File: config.mk
export PLATFORM = sky130hd
export DESIGN_NAME = uart_tx_generic
export DESIGN_NICKNAME = d
export VERILOG_FILES = /design/src/rtl/uart_tx_generic.sv
export SDC_FILE = /design/constraint.sdc
export NUM_CORES = 1
export LEC_CHECK = 0
export BUFFER_PORTS_ARGS = -buffer_cell sky130_fd_sc_hd__buf_2
export CAP_MARGIN = 20
export CORE_UTILIZATION = 50
export CTS_BUF_LIST = sky130_fd_sc_hd__clkbuf_4 sky130_fd_sc_hd__clkbuf_8 sky130_fd_sc_hd__clkbuf_16
export DETAILED_ROUTE_END_ITERATION = 10
export HOLD_SLACK_MARGIN = 0.1
export PLACE_DENSITY = 0.68
export SYNTH_ARGS = -nofsm -noshare
export SYNTH_HDL_FRONTEND = slang
export SYNTH_SLANG_ARGS = --single-unit
File: constraint.sdc
create_clock -name clk -period 4.3 [get_ports clk]
set_input_delay 0.215 -clock clk [delete_from_list [all_inputs] [get_ports clk]]
set_output_delay 0.215 -clock clk [all_outputs]
set_load 0.03 [all_outputs]
File: src/rtl/uart_tx_generic.sv
// UART transmitter: start/data/parity/stop framing with selectable bit period.
// Define UART_TX_FIFO_EN for a FIFO_DEPTH-entry queue; otherwise one holding register.
module uart_tx_generic #(
    parameter int DATA_W      = 8,
    parameter int PARITY_MODE = 1,
    parameter int STOP_BITS   = 1,
    parameter int FIFO_DEPTH  = 8
) (
    input  logic              clk,
    input  logic              reset,
    input  logic [2:0]        baud_select,
    input  logic              Tx_EN,
    input  logic              Tx_WR,
    input  logic [DATA_W-1:0] Tx_DATA,
    output logic              TxD,
    output logic              Tx_BUSY,
    output logic              Tx_FULL,
    output logic              Tx_EMPTY,
    output logic              Tx_OVF
);

    if (DATA_W < 5 || DATA_W > 9 || PARITY_MODE < 0 || PARITY_MODE > 2 ||
        STOP_BITS < 1 || STOP_BITS > 2 || FIFO_DEPTH < 2 || FIFO_DEPTH > 64 ||
        (FIFO_DEPTH & (FIFO_DEPTH - 1)) != 0) begin : g_bad_cfg
        $error("uart_tx_generic: illegal parameter combination");
    end

    typedef enum logic [2:0] {IDLE, START, DATA, PARITY, STOP} state_t;

    localparam logic [3:0] LAST_DATA = 4'(DATA_W - 1);
    localparam logic [3:0] LAST_STOP = 4'(STOP_BITS - 1);
    localparam logic       PAR_ODD   = (PARITY_MODE == 2);

    state_t            state_q, state_d;
    logic [12:0]       cyc_q, cyc_d, bitc_q;
    logic [3:0]        bitn_q, bitn_d;
    logic [DATA_W-1:0] shift_q, head;
    logic              par_q, txd_d, pop, push, bit_end;

    function automatic logic [12:0] bit_cycles(input logic [2:0] sel);
        case (sel)
            3'd0:    return 13'd5208;
            3'd1:    return 13'd1302;
            3'd2:    return 13'd326;
            3'd3:    return 13'd163;
            3'd4:    return 13'd81;
            3'd5:    return 13'd41;
            3'd6:    return 13'd27;
            default: return 13'd14;
        endcase
    endfunction

    assign push    = Tx_WR & ~Tx_FULL;
    assign bit_end = (cyc_q == bitc_q - 13'd1);
    assign Tx_BUSY = (state_q != IDLE);

`ifdef UART_TX_FIFO_EN
    localparam int         AW      = $clog2(FIFO_DEPTH);
    localparam logic [AW:0] DEPTH_C = (AW + 1)'(FIFO_DEPTH);

    logic [DATA_W-1:0] mem [FIFO_DEPTH];
    logic [AW-1:0]     wp_q, rp_q;
    logic [AW:0]       count_q, count_d;

    assign head = mem[rp_q];

    always_comb begin
        count_d = count_q;
        if (push && !pop)      count_d = count_q + 1'b1;
        else if (pop && !push) count_d = count_q - 1'b1;
    end

    always_ff @(posedge clk) begin
        if (push) mem[wp_q] <= Tx_DATA;
    end

    // Pointers are exactly AW bits wide, so wrap modulo FIFO_DEPTH is implicit.
    always_ff @(posedge clk or negedge reset) begin
        if (!reset) begin
            wp_q     <= '0;
            rp_q     <= '0;
            count_q  <= '0;
            Tx_FULL  <= 1'b0;
            Tx_EMPTY <= 1'b1;
        end else begin
            if (push) wp_q <= wp_q + 1'b1;
            if (pop)  rp_q <= rp_q + 1'b1;
            count_q  <= count_d;
            Tx_FULL  <= (count_d == DEPTH_C);
            Tx_EMPTY <= (count_d == '0);
        end
    end
`else
    logic              occ_q;
    logic [DATA_W-1:0] hold_q;

    assign head     = hold_q;
    assign Tx_FULL  = occ_q;
    assign Tx_EMPTY = ~occ_q;

    always_ff @(posedge clk or negedge reset) begin
        if (!reset) begin
            occ_q  <= 1'b0;
            hold_q <= '0;
        end else if (push) begin
            occ_q  <= 1'b1;
            hold_q <= Tx_DATA;
        end else if (pop) begin
            occ_q  <= 1'b0;
        end
    end
`endif

    always_comb begin
        state_d = state_q;
        cyc_d   = cyc_q + 13'd1;
        bitn_d  = bitn_q;
        pop     = 1'b0;
        txd_d   = 1'b1;
        case (state_q)
            IDLE: begin
                cyc_d = '0;
                if (!Tx_EMPTY && Tx_EN) begin
                    state_d = START;
                    pop     = 1'b1;
                end
            end
            START: begin
                txd_d = 1'b0;
                if (bit_end) begin
                    state_d = DATA;
                    cyc_d   = '0;
                    bitn_d  = '0;
                end
            end
            DATA: begin
                txd_d = shift_q[0];
                if (bit_end) begin
                    cyc_d = '0;
                    if (bitn_q == LAST_DATA) begin
                        bitn_d  = '0;
                        state_d = (PARITY_MODE != 0) ? PARITY : STOP;
                    end else begin
                        bitn_d = bitn_q + 4'd1;
                    end
                end
            end
            PARITY: begin
                txd_d = par_q;
                if (bit_end) begin
                    state_d = STOP;
                    cyc_d   = '0;
                    bitn_d  = '0;
                end
            end
            STOP: begin
                if (bit_end) begin
                    cyc_d = '0;
                    if (bitn_q == LAST_STOP) begin
                        bitn_d = '0;
                        if (!Tx_EMPTY && Tx_EN) begin
                            state_d = START;
                            pop     = 1'b1;
                        end else begin
                            state_d = IDLE;
                        end
                    end else begin
                        bitn_d = bitn_q + 4'd1;
                    end
                end
            end
            default: state_d = IDLE;
        endcase
    end

    // TxD is registered from the current state, so the line trails the FSM by one clock.
    always_ff @(posedge clk or negedge reset) begin
        if (!reset) begin
            state_q <= IDLE;
            cyc_q   <= '0;
            bitn_q  <= '0;
            bitc_q  <= '0;
            shift_q <= '0;
            par_q   <= 1'b0;
            TxD     <= 1'b1;
            Tx_OVF  <= 1'b0;
        end else begin
            state_q <= state_d;
            cyc_q   <= cyc_d;
            bitn_q  <= bitn_d;
            TxD     <= txd_d;
            Tx_OVF  <= Tx_OVF | (Tx_WR & Tx_FULL);
            if (pop) begin
                shift_q <= head;
                par_q   <= (^head) ^ PAR_ODD;
                bitc_q  <= bit_cycles(baud_select);
            end else if (state_q == DATA && bit_end) begin
                shift_q <= shift_q >> 1;
            end
        end
    end

endmodule

==> impl_metrics.ini, run 1 <==
[clock_network]
h-tree-depth = 2
clkTransAtPathRegs_ns = 0.09
cts_sinks = 51
cts_resized = 0
clk-insertion-delay-late_ns = 0.31
cts_inserted_buffers = 5
cts_tree = built
clock_path_buffers = 2
cts_root_buf = clkbuf_8

[outcome]
status = completed

[global_routing]
antenna_found_initial = 0
grt_max_degree = 52
grtUsageMet1_pct = 26.9
use_met3_pct = 3.52
globalRouteOverflowTotal = 0
grt_use_met2_pct = 28.1
grt_pass1_wl_um = 9230
grt_pass1_vias = 1958
grt_usage_pct = 18.8
gr-max-usage-layer = met2

[placed_design]
place_congestion = 0.821
port_buffers = 19
placed_cell_area_um2 = 3200
hpwl_um = 3960

[routing]
wl_per_cell_um = 13.9
via_per_inst = 5.47
vias = 2107
drtIter0Drc = 92
drtAntennaViolNets = 0
firstDrtPassIters = 4
finalWirelength_um = 5350
drcViolationCount = 0

[synthesis]
synth.avg_cell_area_um2 = 10.5
async_reset_ff_share_pct = 100
syn_inst = 293
synth_cell_types = 53
syn_area_um2 = 3070
synth_top_area_cell = dfrtp_1
synth_nets = 312
synth_edf_count = 0
synth_seq_cells = 51
synth_top_cell_area_share_pct = 40.8
synthFlopType = dfrtp_1
ys.warnings.count = 0
synth_area_leaders = dfrtp_1 41%, xnor2_1 6.9%, mux2_2 4.8%
yosysSeqAreaShare_pct = 41.7

[hold_path]
hp-class = primary input to register
hold_start = Tx_WR

[timing]
tightest_slew_ns = 0.676
finalHoldViolations = 0
finClkSkew_ns = 0.00638
maxSlewViolCount = 0
period_needed_ns = 3.27
maxSlewHeadroom_pct = 54.9
timing.fmax_mhz = 306
rsz0062_at_grt = false
period_share_pct = 76.1
tns_ns = 0
finalSetupViolations = 0

[critical_path]
cp_num_buf_inv = 1
rr_startpoint = bitc_q[0]
cp-start-kind = register
crit_chain = inv_1 > ha_1 > nor3_1 > nand3_1 > a2111oi_4 > o32ai_4 > nor4_4 > nor2_4 > mux2_4
critPathArrivalTime_ns = 3.47
cp_top_family = simple AND/OR/NAND/NOR gates
critPathMaxFanout = 15
path_class = register to register
slowest_delay_ns = 0.61
crit_required_ns = 4.50
end_kind = register
crit_start = bitc_q[0]
cp_slowest_cell = dfrtp_1

[final_layout]
syn2layout_area_growth_pct = 7.43
fillers = 514
drive_gt1_share_pct = 22.9
final_area_um2 = 3290
n_antenna_cell = 0
fin_nets = 328

[floorplan]
die_h_um = 80.3
die_w_um = 80.3
die_area_um2 = 6450
coreArea_um2 = 5920
start_util_pct = 51.8
ios = 20
rows = 28

[power]
power_leakage_nw = 1.48
peakVddDrop_v = 0.000383
pwr_density_cell_nw_per_um2 = 294

[run]
cap_viol_max_count = 0
-- metrics by stage --
step	hold slack [ns]	setup slack, ns	util, %	total power, mW	std cells
after floorplan	-0.0806	1.28	-	0.668	293
after global placement	0.372	1.12	54.0	0.703	376
after detailed placement	0.369	1.02	54.0	0.704	376
after CTS	0.106	1.02	55.6	0.988	385
after global routing	0.123	0.735	55.6	1.02	385
final	0.116	1.03	55.6	0.970	385
-- sequential cells by signal, summed over array words and instances (netlist names), 3 cells and up --
name / count
state_q: 3
shift_q: 8
head: 8
bitn_q: 4
bitc_q: 11
cyc_q: 13
-- worst reg2reg max path: stages, from the launching register on --
cell       delay, ns
dfrtp_1         0.61
inv_1           0.11
ha_1            0.33
nor3_1          0.28
nand3_1         0.16
a2111oi_4       0.46
o32ai_4         0.18
nor4_4          0.50
nor2_4          0.20
mux2_4          0.35
-- layer usage --
metal | share of wire [%] | wire, um | up-vias
li1 | - | - | 1055
met1 | 51 | 2720 | 1002
met2 | 43 | 2320 | 43
met3 | 4.3 | 229 | 7
met4 | 1.5 | 80 | 0
met5 | 0 | 0 | -
-- report_power, final --
part           internal (mW)  switching [mW]
Combinational         0.0937          0.0609
Clock                  0.120           0.158
Sequential             0.509          0.0278
-- cells in the mapped netlist, drive strengths merged, types with 4 or more instances --
master and instances:
xor2 16, mux2 18, buf 6, ha 4, inv 12, nand2 22
xnor2 24, nor2 27, nor3 7, nand3 14, o21ai 9, a21oi 4
dfrtp 50, mux2i 7, o21bai 10, nor4 6, nand2b 4, clkbuf 7
o221a 6
-- final timing paths --
kind / to / slack [ns] / cells past startpoint
max: bitc_q[4] / 1.03 / 9
min: Tx_OVF / 0.12 / 2
min reg2reg: Tx_OVF / 0.47 / 1
max in group asynchronous: bitc_q[0] / 3.34 / 3
min in group asynchronous: cyc_q[2] / 0.54 / 3
max reg2reg: bitc_q[4] / 1.03 / 9
-- final cells by class --
cell class                      instances  area [um2]  area share [%]
Inverter                               12        45.0            1.37
Tap cell                               75        93.8            2.85
Clock buffer                            6        76.3            2.32
Sequential cell                        51        1280            38.8
Clock inverter                          2        12.5           0.380
Multi-Input combinational cell        217        1670            50.7
Timing Repair Buffer                   22         120            3.65
-- logic make-up (layout without fill, tap and decap cells) --
logic type                 Yosys count  count (layout)  synth area share, %
xor gates and xnor gates            40              40                 11.4
and+or+nand+nor                    103             103                 18.7
buffers and inverters               25              42                 3.92
DFF                                 51              51                 41.7
muxes                               25              25                 9.51
AOI/OAI and AO/OA                   43              43                 12.4
adders and majority gates            6               6                 2.33
-- cell usage in the layout, fill, tap and decap left out, types with 2 or more instances in the layout --
cell and count:
dfrtp_1 50, nor2_1 26, xnor2_1 24, nand2_1 22, buf_2 19, xor2_1 16
nand3_1 14, mux2_2 13, inv_1 12, o21bai_1 10, o21ai_0 9, mux2i_1 7
o221a_2 6, nor3_1 5, mux2_4 5, clkbuf_8 5, a21oi_1 4, nand2b_1 4
ha_1 4, nor2b_1 3, nor4_1 3, or3_1 3, a21o_1 3, or2_2 3
nor3_2 2, or4_1 2, nand4_1 2, nor4_4 2, and2_1 2, and3_1 2
buf_4 2
-- what timing repair did --
action                                 4_1_cts  5_1_grt
setup buffers                                0        0
endpoints found under the hold margin       50        0
hold buffers                                 1        0
Power figures use the tool's default switching activity.
==> run 2, diff against run 1 <==
--- a/config.mk
+++ b/config.mk
@@ -11,7 +11,7 @@
 export CTS_BUF_LIST = sky130_fd_sc_hd__clkbuf_4 sky130_fd_sc_hd__clkbuf_8 sky130_fd_sc_hd__clkbuf_16
 export DETAILED_ROUTE_END_ITERATION = 10
 export HOLD_SLACK_MARGIN = 0.1
-export PLACE_DENSITY = 0.68
+export PLACE_DENSITY = 0.7
 export SYNTH_ARGS = -nofsm -noshare
 export SYNTH_HDL_FRONTEND = slang
 export SYNTH_SLANG_ARGS = --single-unit
==> constraint.sdc (replaced) <==
create_clock -name clk -period 2.9 [get_ports clk]
set_input_delay 0.145 -clock clk [delete_from_list [all_inputs] [get_ports clk]]
set_output_delay 0.145 -clock clk [all_outputs]
set_load 0.03 [all_outputs]
==> run 2 against run 1 <==
Global-route usage increased by 1.7 points. Clock skew increased by 0.0049 ns. Final cell count increased by 4.9%. Clock power increased by 60%. Cell area increased by 5.6%. Worst hold slack improved by 0.046 ns. Fmax increased by 19%. Die area unchanged. Register-to-register slack got worse by 0.88 ns. Routed wire length increased by 8.9%. Utilization increased by 3.1 points. Largest cell class unchanged. Highest routed layer unchanged.
==> impl_metrics.ini, run 2 (synthesized netlist as in run 1, its figures left out) <==
[outcome]
status = completed

[clock_network]
cts_sinks = 51
clk-insertion-delay-late_ns = 0.31
clkTransAtPathRegs_ns = 0.09
cts_inserted_buffers = 5
cts_tree = built
h-tree-depth = 2
clock_path_buffers = 2
cts_root_buf = clkbuf_8

[floorplan]
die_area_um2 = 6450
rows = 28
die_h_um = 80.3
start_util_pct = 51.8
coreArea_um2 = 5920
die_w_um = 80.3
ios = 20

[power]
power_leakage_nw = 1.58
pwr_density_cell_nw_per_um2 = 426
power_mw = 1.48
peakVddDrop_v = 0.000545

[final_layout]
reg.largest.list = cyc_q x13, bitc_q x11
syn2layout_area_growth_pct = 13.4
most-common-layout-cells = 50 x dfrtp_1, 26 x nor2_1, 24 x xnor2_1
n_antenna_cell = 0
top_register = cyc_q
post-route-util_pct = 58.7
fillers = 493
final_common_cell = dfrtp_1
largest_register_ffs = 13
fin_nets = 347
drive_gt1_share_pct = 25.2

[routing]
drtIter0Drc = 148
firstDrtPassIters = 4
vias = 2203
drtAntennaViolNets = 0
drcViolationCount = 0
finalWirelength_um = 5830
via_per_inst = 5.45
wl_per_cell_um = 14.4

[critical_path]
slowest_delay_ns = 0.59
crit_chain = or4_4 > nor4_4 > mux2i_2 > nor3_1 > or4b_4 > a22oi_4 > o221a_2
end_kind = register
critPathArrivalTime_ns = 3.00
crit_required_ns = 3.15
cp_top_family = simple AND/OR/NAND/NOR gates
cp_num_buf_inv = 0
cp-start-kind = register
cp_slowest_cell = or4_4
path_class = register to register
critPathMaxFanout = 7

[timing]
hold-worst-slack_ns = 0.162
finalSetupViolations = 0
finClkSkew_ns = 0.0113
period_needed_ns = 2.75
tns_ns = 0
finalHoldViolations = 0
maxSlewViolCount = 0
timing.fmax_mhz = 363
maxSlewHeadroom_pct = 52.5
period_share_pct = 95.0
tightest_slew_ns = 0.710
rsz0062_at_grt = false

[run]
cap_viol_max_count = 0

[placed_design]
place_congestion = 0.854
port_buffers = 19
hpwl_um = 4310

[hold_path]
hp-class = primary input to register

[global_routing]
grt_usage_pct = 20.6
grt_pass1_wl_um = 10100
antenna_found_initial = 0
grt_max_degree = 30
globalRouteOverflowTotal = 0
grt_pass1_vias = 2137
## run 2: changes by cell type in the layout (fill, tap and decap cells not counted), sizes merged
cell         previous run  this run
inv                    12        13
clkbuf                  6         7
clkinv                  1         0
dlygate4sd3             1        10
buf                    21        31
clkinvlp                1         0
## run 2: through the flow
stage / cells / cell area (um2) / setup slack [ns]
after floorplan: 293 / 3070 / 0.0496
after global placement: 385 / 3260 / 0.168
after detailed placement: 385 / 3260 / 0.129
after CTS: 403 / 3460 / 0.119
after global routing: 404 / 3480 / 0.00911
final: 404 / 3480 / 0.146
## run 2: final timing paths
check	from	end	slack, ns	cells past startpoint
setup / recovery	bitc_q[2]	shift_q[1]	0.15	7
hold / removal	baud_select[0]	bitc_q[5]	0.16	3
setup reg to reg	bitc_q[2]	shift_q[1]	0.15	7
hold reg to reg	Tx_OVF	Tx_OVF	0.48	1
max in group asynchronous	reset	TxD	1.71	3
min in group asynchronous	reset	bitc_q[3]	0.40	2
## run 2: worst min-delay path, stage by stage
cell     delay (ns)
buf_2          0.15
nand2_1        0.07
mux2i_1        0.06
## run 2: cell type report
class                      instances  area, um2  area share (%)
clock inverter                     1       8.76           0.252
clock buffer                       7       90.1            2.59
tap                               75       93.8            2.70
sequential                        51       1280            36.7
inverter                          12       45.0            1.29
multi-input combinational        217       1680            48.2
timing repair buffer              41        285            8.20
## run 2: routing by layer
layer	wire length, um	track usage, %	part of all wire [%]	up-vias
li1	-	-	-	1090
met1	2950	29.5	51	1073
met2	2630	32.6	45	35
met3	192	3.18	3.3	5
met4	51	4.64	0.88	0
met5	0	0	0	-
## run 2: timing repair
item	CTS	global route
gates resized for setup	0	2
setup buffers	0	1
setup endpoints to repair	0	7
hold endpoints to repair	37	0
hold buffers	10	0
## run 2: power by group
group | switching [mW] | internal, mW
logic | 0.0916 | 0.147
clock network | 0.237 | 0.207
registers | 0.0455 | 0.755
total | 0.374 | 1.11
